$ cat src/rtl/sma_pkg.sv
// Shared types and widths for the SMA crossover signal generator.
package sma_pkg;

  localparam int unsigned PRICE_W = 8;
  localparam int unsigned DIFF_W  = PRICE_W + 1;
  localparam int unsigned CNT_W   = 16;
  localparam int unsigned WCNT_W  = 8;

  typedef enum logic [1:0] {
    POS_FLAT  = 2'b00,
    POS_LONG  = 2'b01,
    POS_SHORT = 2'b10
  } position_t;

  typedef enum logic [1:0] {
    ST_WARMUP = 2'b00,
    ST_FLAT   = 2'b01,
    ST_LONG   = 2'b10,
    ST_SHORT  = 2'b11
  } xover_state_t;

  typedef enum logic [1:0] {
    CLS_BAND  = 2'b00,
    CLS_ABOVE = 2'b01,
    CLS_BELOW = 2'b10
  } cls_t;

  // Warm-up is reported as FLAT so the position bus never carries 2'b11.
  function automatic position_t state_to_pos(input xover_state_t s);
    position_t p;
    p = POS_FLAT;
    case (s)
      ST_LONG:  p = POS_LONG;
      ST_SHORT: p = POS_SHORT;
      default:  p = POS_FLAT;
    endcase
    return p;
  endfunction

endpackage

$ cat src/rtl/sma_diff_cmp.sv
// Signed fast-minus-slow difference classified against a symmetric dead band.
module sma_diff_cmp
  import sma_pkg::*;
#(
  parameter int unsigned HYST = 2
) (
  input  logic [PRICE_W-1:0] fast_avg,
  input  logic [PRICE_W-1:0] slow_avg,
  output cls_t               cls_c
);

  localparam logic signed [DIFF_W-1:0] HYST_S = DIFF_W'(HYST);

  logic signed [DIFF_W-1:0] diff;

  // One extra bit keeps the full -255..+255 range without overflow.
  assign diff = $signed({1'b0, fast_avg}) - $signed({1'b0, slow_avg});

  always_comb begin
    cls_c = CLS_BAND;
    if (diff > HYST_S) begin
      cls_c = CLS_ABOVE;
    end else if (diff < -HYST_S) begin
      cls_c = CLS_BELOW;
    end
  end

endmodule

$ cat src/rtl/sma_crossover_signal.sv
// Crossover trading FSM: warm-up, long/short/flat position tracking,
// post-trade cooldown and a saturating trade counter.
module sma_crossover_signal
  import sma_pkg::*;
#(
  parameter int unsigned HYST     = 2,
  parameter int unsigned WARMUP   = 8,
  parameter int unsigned COOLDOWN = 4
) (
  input  logic               clk,
  input  logic               rst_n,
  input  logic [PRICE_W-1:0] fast_avg,
  input  logic [PRICE_W-1:0] slow_avg,
  input  logic               avg_valid,
  input  logic               flat_req,
  output logic               buy_pulse,
  output logic               sell_pulse,
  output logic [1:0]         position,
  output logic               ready,
  output logic [CNT_W-1:0]   trade_count
);

  xover_state_t      state_q, state_d;
  logic [WCNT_W-1:0] warm_q, warm_d;
  logic [WCNT_W-1:0] cool_q, cool_d;
  logic [CNT_W-1:0]  count_d;
  logic              buy_d, sell_d, ready_d, act;
  position_t         pos_d;
  cls_t              cls;

  sma_diff_cmp #(.HYST(HYST)) u_cmp (
    .fast_avg (fast_avg),
    .slow_avg (slow_avg),
    .cls_c    (cls)
  );

  // Crossings are acted on only with a valid sample, no flat request and no cooldown.
  assign act = avg_valid && !flat_req && (cool_q == '0);

  always_comb begin
    state_d = state_q;
    warm_d  = warm_q;
    cool_d  = (cool_q != '0) ? cool_q - WCNT_W'(1) : '0;
    count_d = trade_count;
    ready_d = ready;
    buy_d   = 1'b0;
    sell_d  = 1'b0;

    unique case (state_q)
      ST_WARMUP: begin
        if (avg_valid) begin
          warm_d = warm_q + WCNT_W'(1);
          if (warm_q == WCNT_W'(WARMUP - 1)) begin
            state_d = ST_FLAT;
            ready_d = 1'b1;
          end
        end
      end
      ST_FLAT: begin
        if (act && cls == CLS_ABOVE) begin
          state_d = ST_LONG;
          buy_d   = 1'b1;
        end else if (act && cls == CLS_BELOW) begin
          state_d = ST_SHORT;
          sell_d  = 1'b1;
        end
      end
      ST_LONG: begin
        if (flat_req) begin
          state_d = ST_FLAT;
          sell_d  = 1'b1;
        end else if (act && cls == CLS_BELOW) begin
          state_d = ST_SHORT;
          sell_d  = 1'b1;
        end
      end
      ST_SHORT: begin
        if (flat_req) begin
          state_d = ST_FLAT;
          buy_d   = 1'b1;
        end else if (act && cls == CLS_ABOVE) begin
          state_d = ST_LONG;
          buy_d   = 1'b1;
        end
      end
      default: state_d = ST_WARMUP;
    endcase

    // Every trade restarts the cooldown and bumps the saturating counter.
    if (buy_d || sell_d) begin
      cool_d = WCNT_W'(COOLDOWN);
      if (trade_count != '1) begin
        count_d = trade_count + CNT_W'(1);
      end
    end

    pos_d = state_to_pos(state_d);
  end

  always_ff @(posedge clk or negedge rst_n) begin
    if (!rst_n) begin
      state_q     <= ST_WARMUP;
      warm_q      <= '0;
      cool_q      <= '0;
      trade_count <= '0;
      ready       <= 1'b0;
      buy_pulse   <= 1'b0;
      sell_pulse  <= 1'b0;
      position    <= POS_FLAT;
    end else begin
      state_q     <= state_d;
      warm_q      <= warm_d;
      cool_q      <= cool_d;
      trade_count <= count_d;
      ready       <= ready_d;
      buy_pulse   <= buy_d;
      sell_pulse  <= sell_d;
      position    <= pos_d;
    end
  end

endmodule

$ cat config.mk
export PLATFORM = sky130hd
export DESIGN_NAME = sma_crossover_signal
export DESIGN_NICKNAME = d
export VERILOG_FILES = /design/src/rtl/sma_pkg.sv /design/src/rtl/sma_diff_cmp.sv /design/src/rtl/sma_crossover_signal.sv
export SDC_FILE = /design/constraint.sdc
export NUM_CORES = 1
export LEC_CHECK = 0
export CORE_ASPECT_RATIO = 0.75
export CORE_MARGIN = 4
export CORE_UTILIZATION = 49
export DETAILED_ROUTE_END_ITERATION = 10
export PLACE_DENSITY = 0.85
export SLEW_MARGIN = 30
export SYNTH_ARGS = -nofsm -noshare
export SYNTH_HDL_FRONTEND = slang
export SYNTH_SLANG_ARGS = --single-unit
$ cat constraint.sdc
create_clock -name clk -period 2.4 [get_ports clk]
set_input_delay 0.36 -clock clk [delete_from_list [all_inputs] [get_ports clk]]
set_output_delay 0.36 -clock clk [all_outputs]
set_load 0.005 [all_outputs]
==> summary.md, run 1 <==
| Metric | Value |
|---|---|
| Status | `finished with violations` |
| Failing checks | `negative setup slack` |
| Synth Instances | `254` |
| Die Y | `70.35 microns` |
| Starting Density | `51.26%` |
| CP peak stage delay | `0.42 ns` |
| Maximum root-to-sink buffer count | `2` |
| Fraction of registers with async set/reset | `100.0%` |
| CTS Buf Count | `5` |
| Fin. Hold Viols | `0` |
| Ys flop type | `dfrtp_1` |
| Setup ws final | `-0.3988 ns` |
| Leakage | `1.770 nW` |
| Detailed-route wire length per cell | `21.84 microns` |
| Core ar. | `4955 sq um` |
| Mapped Avg Cell Area | `10.00 sq um` |
| CTS tree | `built` |
| Via count | `2,599` |
| GPL Wtd Cong | `0.8111` |
| Seq pwr share | `37.1%` |
| Skew-Pair Late Insertion Delay | `0.30 ns` |
| Met3 wire length | `602 microns` |
| Max-Cap Viols | `0` |
| Fin nets | `391` |
| Cts hold-fix bufs | `0` |
| Met2 wire length | `4243 microns` |
| CP startpoint kind | `flop` |
| Worst Path Required | `2.60 ns` |
| Final setup TNS | `-7.813 ns` |
| Port buffer count | `40` |
| Antenna Nets Post-Route | `0` |
| Final Slew Violations | `0` |
| DIE AREA | `6411 sq um` |
| Synth warnings | `0` |
| First-pass GRT wire length | `13,360 microns` |
| Die Wd | `91.14 microns` |
| R2r startpoint | `cool_q[6]$_DFF_PN0_` |
| Largest net degree at the start of global routing | `40` |
| Site Rows | `22` |
| Synthesized area | `2540 sq um` |
| #FFs+latches synth | `39` |
| Clk pwr share | `18.5%` |
| Register area share after synthesis | `38.42%` |
| Worst Tran Pin Value | `0.5792 ns` |
| Fillcell total | `247` |
| Sw Share | `38.24%` |
| Fmax | `0.3573 GHz` |
| RSZ-0062 raised after global routing | `true` |
| Final period util | `116.6%` |
| Diode count | `0` |
| I/O Pins | `41` |
| DRT Pass-1 Iters | `5` |
| Slowest CP cell | `dfrtp_1` |
| WS Path Type | `reg -> reg` |
| Min Hold Slack | `0.01468 ns` |
| R2R cell count | `9` |
| Clk pin slew, worst setup/hold paths | `0.08 ns` |
| WP data arrival | `3.00 ns` |
| Critical path capture point type | `flop` |
| Routed WL | `9041 microns` |
| Relative slew slack | `61.39%` |
| Area growth from synthesis to layout | `60.15%` |
| Crit-path cells | `nor4_4 > nand3b_4 > nor4b_4 > and2_4 > o211ai_1 > o21a_4 > buf_6 > a2111oi_4 > xor2_1` |
| Worst VDD drop | `556.6 uV` |
| Clock root buffer | `clkbuf_8` |
| DP Wirelength | `4501 microns` |
| Power per cell area | `673.6 nW/um^2` |
| Reg2Reg Capture Point | `trade_count[11]$_DFFE_PN0P_` |
| Initial antenna violation count | `0` |
| Vias in the first global route | `2,593` |
| Post-synth cell types | `56` |
| Clock H-tree levels | `2` |
| CP Buf/Inv Count | `1` |
| Pint | `0.001692 W` |
| Gr ovfl total | `0` |
| Clk sinks | `39` |
| Hold WC Path Type | `in -> async` |
| Post-synth EDFFs | `0` |
| Global Route Usage Sum | `26.29%` |
| Share of cells above drive strength 1 | `42.09%` |
| Initial DRC count | `237` |
| Crit path max fanout | `6` |
| Syn Nets | `292` |
| Crit-path leading delay family | `simple AND/OR/NAND/NOR gates` |
| # DRC | `0` |
| # setup viols final | `29` |
| Vias per inst | `6.278` |
| Post-Route Skew | `0.01027 ns` |
| Fin crit period | `2.799 ns` |
| R2R setup slack | `-0.40 ns` |
| Met1 Routed Length | `3716 microns` |
| Psw | `0.001048 W` |
| Comb power frac | `44.5%` |
| Highest routed layer | `met4` |
per-stage QoR:
step | cells | setup slack [ns] | util, % | power, W | instance area, sq um
after floorplan | 254 | -0.1888 | - | 0.001548 | 2695
after CTS | 408 | -0.2798 | 79.75 | 0.002556 | 3951
after global routing | 414 | -0.5434 | 82.10 | 0.002877 | 4068
after global placement | 387 | -0.8820 | 69.27 | 0.001897 | 3432
after detailed placement | 387 | -0.9611 | 69.27 | 0.001950 | 3432
final | 414 | -0.3988 | 82.10 | 0.002740 | 4068
worst max-delay path by stage:
stage,startpoint,endpoint,slack [ns],cells past startpoint
5_1_grt,cool_q[6]$_DFF_PN0_,trade_count[7]$_DFFE_PN0P_,-0.54,10
6_report,cool_q[6]$_DFF_PN0_,trade_count[11]$_DFFE_PN0P_,-0.40,9
3_5_place_dp,slow_avg[2],trade_count[15]$_DFFE_PN0P_,-0.96,12
3_3_place_gp,slow_avg[2],trade_count[9]$_DFFE_PN0P_,-0.88,12
4_1_cts,cool_q[3]$_DFF_PN0_,trade_count[15]$_DFFE_PN0P_,-0.28,9
2_1_floorplan,slow_avg[2],trade_count[15]$_DFFE_PN0P_,-0.19,10
cells in the final DEF (no fill, tap or decap), types with 5 or more instances in the layout:
cell / n
a211oi_4: 6
and3_1: 5
buf_4: 46
buf_6: 6
clkbuf_2: 7
clkbuf_8: 7
clkdlybuf4s50_1: 24
dfrtp_1: 39
ha_1: 9
ha_4: 8
inv_1: 15
inv_2: 7
nand2_1: 12
nand3_1: 12
nand4_1: 5
nor2_1: 14
nor2b_1: 5
xnor2_1: 10
xor2_1: 16
cells in the mapped netlist (2+ instances only):
master / number / area share, %
dfrtp_1: 39 / 38
o21ai_1: 2 / 0.39
a21oi_1: 6 / 1.2
inv_1: 23 / 3.4
o21ai_0: 5 / 0.99
xor2_1: 16 / 5.5
a21oi_2: 2 / 0.69
a2111oi_1: 4 / 1.6
nor4_1: 3 / 0.74
nand2_1: 13 / 1.9
nand4_1: 5 / 1.2
ha_1: 18 / 8.9
a2111oi_2: 3 / 1.8
xnor2_1: 12 / 4.1
a22oi_1: 2 / 0.59
nor2b_1: 5 / 1.2
nor2_1: 19 / 2.8
a2bb2oi_1: 2 / 0.69
a211oi_1: 6 / 1.8
nand3_1: 12 / 2.4
nand2b_1: 3 / 0.74
clkbuf_1: 2 / 0.30
o32a_1: 2 / 0.79
a21o_1: 3 / 0.89
mux2_2: 2 / 0.89
and2_1: 4 / 0.99
and3_1: 7 / 1.7
mux2i_1: 2 / 0.79
a21boi_0: 2 / 0.59
nor3_1: 4 / 0.79
registers in the layout, summed over array words and instances (netlist names):
signal,cells
ready,1
sell_pulse,1
trade_count,16
warm_q,8
position,2
state_q,2
buy_pulse,1
cool_q,8
routing by layer:
layer / vias to the layer above / GRT usage, %
met2: 147 / 44.21
met4: 0 / 9.030
met3: 62 / 6.674
met5: - / 0
li1: 1112 / -
met1: 1278 / 32.86
layout make-up:
type | instances | area (sq um) | area share (%)
well taps | 60 | 75.07 | 1.846
inverters | 23 | 98.84 | 2.430
clock buffers | 8 | 100.1 | 2.461
repair buffers | 96 | 855.8 | 21.04
flip-flops and latches | 39 | 975.9 | 23.99
multi-input cells | 188 | 1962 | 48.23
cells by family after synthesis:
logic type,after synthesis,synth area share [%]
buffers and inverters,27,4.335
muxes,5,2.118
AOI/OAI and AO/OA,55,18.82
adders and majority gates,18,8.867
and+or+nand+nor,82,17.78
xor gates and xnor gates,28,9.655
DFF,39,38.42
power by group through the flow:
stage | registers (W) | logic (W) | clock network [W]
after floorplan | 0.000984 | 0.000564 | 0
after global placement | 0.000976 | 0.000921 | 0
after detailed placement | 0.000988 | 0.000962 | 0
after CTS | 0.000990 | 0.00108 | 0.000487
after global routing | 0.00104 | 0.00129 | 0.000545
final | 0.00102 | 0.00122 | 0.000507
repair_timing:
| action | CTS | global route |
|---|---|---|
| buffers inserted | 14 | 6 |
| cloned | 1 | 0 |
| resized for setup | 91 | 33 |
| setup endpoints to repair | 30 | 30 |
| pin swaps | 29 | 29 |
Note: power is estimated with default switching activity, not from simulation.
==> inputs of run 2 (changes only) <==
--- a/config.mk
+++ b/config.mk
@@ -9,6 +9,7 @@
 export CORE_MARGIN = 4
 export CORE_UTILIZATION = 49
 export DETAILED_ROUTE_END_ITERATION = 10
+export HOLD_SLACK_MARGIN = 0.1
 export PLACE_DENSITY = 0.85
 export SLEW_MARGIN = 30
 export SYNTH_ARGS = -nofsm -noshare
==> run 2 against run 1 <==
  * The run still ends with negative setup slack left
  * Combinational power about the same
  * Global-route usage stayed put
  * Sequential share of layout area is 0.059 points lower
  * Routed wire length shrank 0.30%
  * Largest power group unchanged
==> summary.md, run 2 (synthesized netlist as in run 1, its figures left out) <==
| Metric | Value |
|---|---|
| Antenna Nets Post-Route | `0 (unchanged)` |
| Most common cell after layout, fill and taps aside | `buf_4` |
| Most frequent cells in the layout | `46 x buf_4, 39 x dfrtp_1, 24 x clkdlybuf4s50_1` |
| Worst Path Required | `2.60 ns (about the same)` |
| Skew-Pair Late Insertion Delay | `0.30 ns (about the same)` |
| Crit path max fanout | `6 (unchanged)` |
| Clock root buffer | `clkbuf_8` |
| Clk sinks | `39 (unchanged)` |
| GPL Wtd Cong | `0.8111 (unchanged)` |
| Diode count | `0 (unchanged)` |
| Clk pwr share | `18.5% (about the same)` |
| Clock H-tree levels | `2 (unchanged)` |
| Final setup TNS | `-7.496 ns (+0.3162 ns)` |
| Seq pwr share | `37.1% (about the same)` |
| Min Hold Slack | `0.4627 ns (+0.4480 ns)` |
| WP data arrival | `2.99 ns (about the same)` |
| DP Wirelength | `4501 microns (unchanged)` |
| Fin crit period | `2.789 ns (-0.009802 ns)` |
| Detailed-route wire length per cell | `21.72 microns (-0.54%)` |
| Site Rows | `22 (unchanged)` |
| Via count | `2,561 (-1.5%)` |
| Largest net degree at the start of global routing | `40 (unchanged)` |
| Share of cells above drive strength 1 | `41.97% (-0.12 points)` |
| Max reg flops | `16 (unchanged)` |
| WS Path Type | `reg -> reg` |
| Setup ws final | `-0.3890 ns (+0.009802 ns)` |
| Sw Share | `38.23% (about the same)` |
| Power per cell area | `672.2 nW/um^2 (-0.21%)` |
| Area growth from synthesis to layout | `60.54%` |
| Initial DRC count | `195 (-18%)` |
| First-pass GRT wire length | `13,360 microns (unchanged)` |
| Placed cell areas | `3432 sq um (unchanged)` |
| Die Wd | `91.14 microns (unchanged)` |
| Leakage | `1.774 nW (+0.24%)` |
| Relative slew slack | `60.96% (-0.43 points)` |
| Failing checks | `negative setup slack` |
| # setup viols final | `29 (unchanged)` |
| Critical path capture point type | `flop` |
| Worst Tran Pin Value | `0.5856 ns (+0.006418 ns)` |
| Vias in the first global route | `2,593 (unchanged)` |
| Final core occ | `82.30% (+0.20 points)` |
| RSZ-0062 raised after global routing | `true` |
| Clk pin slew, worst setup/hold paths | `0.08 ns (about the same)` |
| Initial antenna violation count | `0 (unchanged)` |
| Final period util | `116.2% (-0.41 points)` |
| Die Y | `70.35 microns (unchanged)` |
| I/O Pins | `41 (unchanged)` |
| CP Buf/Inv Count | `1 (unchanged)` |
| Port buffer count | `40 (unchanged)` |
| Crit-path leading delay family | `simple AND/OR/NAND/NOR gates` |
| DIE AREA | `6411 sq um (unchanged)` |
| Seq. cell area | `975.9 sq um (unchanged)` |
| Final Slew Violations | `0 (unchanged)` |
| Fillcell total | `244 (-1.2%)` |
| Largest Register | `trade_count` |
| Starting Density | `51.26% (unchanged)` |
| Crit-path cells | `nor4_4 > nand3b_4 > nor4b_4 > and2_4 > o211ai_1 > o21a_4 > buf_6 > a2111oi_4 > xor2_1` |
| Biggest regs | `trade_count (16), cool_q (8), warm_q (8)` |
| Area of the multi-input gates | `1962 sq um (unchanged)` |
| Status | `finished with violations` |
| Max-Cap Viols | `0 (unchanged)` |
| Post-Route Skew | `0.007002 ns (-0.003267 ns)` |
| CTS Buf Count | `5 (unchanged)` |
| Slowest CP cell | `dfrtp_1` |
| CTS tree | `built` |
| Psw | `0.001048 W (about the same)` |
| Global Route Usage Sum | `26.29% (unchanged)` |
| Hold WC Path Type | `reg -> reg` |
| Maximum root-to-sink buffer count | `2 (unchanged)` |
| Pint | `0.001693 W (about the same)` |
| CP startpoint kind | `flop` |
| Worst VDD drop | `558.2 uV (+0.30%)` |
| Fmax | `0.3586 GHz (+0.35%)` |
| # DRC | `0 (unchanged)` |
| Fin nets | `392 (+0.26%)` |
| Vias per inst | `6.171 (-1.7%)` |
| Gr ovfl total | `0 (unchanged)` |
| Core ar. | `4955 sq um (unchanged)` |
| CP peak stage delay | `0.42 ns (about the same)` |
| Comb power frac | `44.5% (about the same)` |
| Fin. Hold Viols | `0 (unchanged)` |
| Final instance area | `4078 sq um (+0.25%)` |
| Routed WL | `9014 microns (-0.30%)` |
| DRT Pass-1 Iters | `4 (-1)` |
[run 2: through the flow]
step | std cells | power (W) | setup WS [ns]
2_1_floorplan | 254 | 0.001548 | -0.1888
3_3_place_gp | 387 | 0.001897 | -0.8820
3_5_place_dp | 387 | 0.001950 | -0.9611
4_1_cts | 408 | 0.002556 | -0.2798
5_1_grt | 415 | 0.002878 | -0.5434
6_report | 415 | 0.002741 | -0.3890
[run 2: timing repair]
action | 4_1_cts | 5_1_grt
resized for setup | 91 | 33
endpoints found under the setup margin | 30 | 30
hold buffers | 0 | 1
buffers inserted | 14 | 6
pin swaps | 29 | 29
gates cloned | 1 | 0
endpoints found under the hold margin | 0 | 39
[run 2: path summary, 6_finish.rpt]
path	from	endpoint	slack, ns	cells after the start
max in group asynchronous	rst_n	cool_q[2]$_DFF_PN0_	1.48	2
worst max-delay path	cool_q[6]$_DFF_PN0_	trade_count[11]$_DFFE_PN0P_	-0.39	9
worst min register to register	ready$_DFFE_PN0P_	ready$_DFFE_PN0P_	0.46	1
worst max register to register	cool_q[6]$_DFF_PN0_	trade_count[11]$_DFFE_PN0P_	-0.39	9
worst min-delay path	ready$_DFFE_PN0P_	ready$_DFFE_PN0P_	0.46	1
min in group asynchronous	rst_n	ready$_DFFE_PN0P_	0.55	2
[run 2: final cells by class]
class	instances	area share (%)
clock buffer	8	2.455
inverter	23	2.424
multi-input combinational	188	48.11
sequential	39	23.93
tap	60	1.841
timing repair buffer	97	21.23
[run 2: layer usage]
| metal | up-vias | share of wire, % | track usage [%] |
|---|---|---|---|
| li1 | 1116 | - | - |
| met1 | 1278 | 41 | 32.86 |
| met2 | 122 | 48 | 44.21 |
| met3 | 45 | 6.3 | 6.674 |
| met4 | 0 | 4.4 | 9.030 |
| met5 | - | 0 | 0 |
[run 2: power groups by stage]
stage,Clock (W),Sequential [W],Combinational (W)
finish,0.000506,0.00102,0.00122
global route,0.000545,0.00104,0.00130
CTS,0.000487,0.000990,0.00108
detailed placement,0,0.000988,0.000962
global placement,0,0.000976,0.000921
floorplan,0,0.000984,0.000564
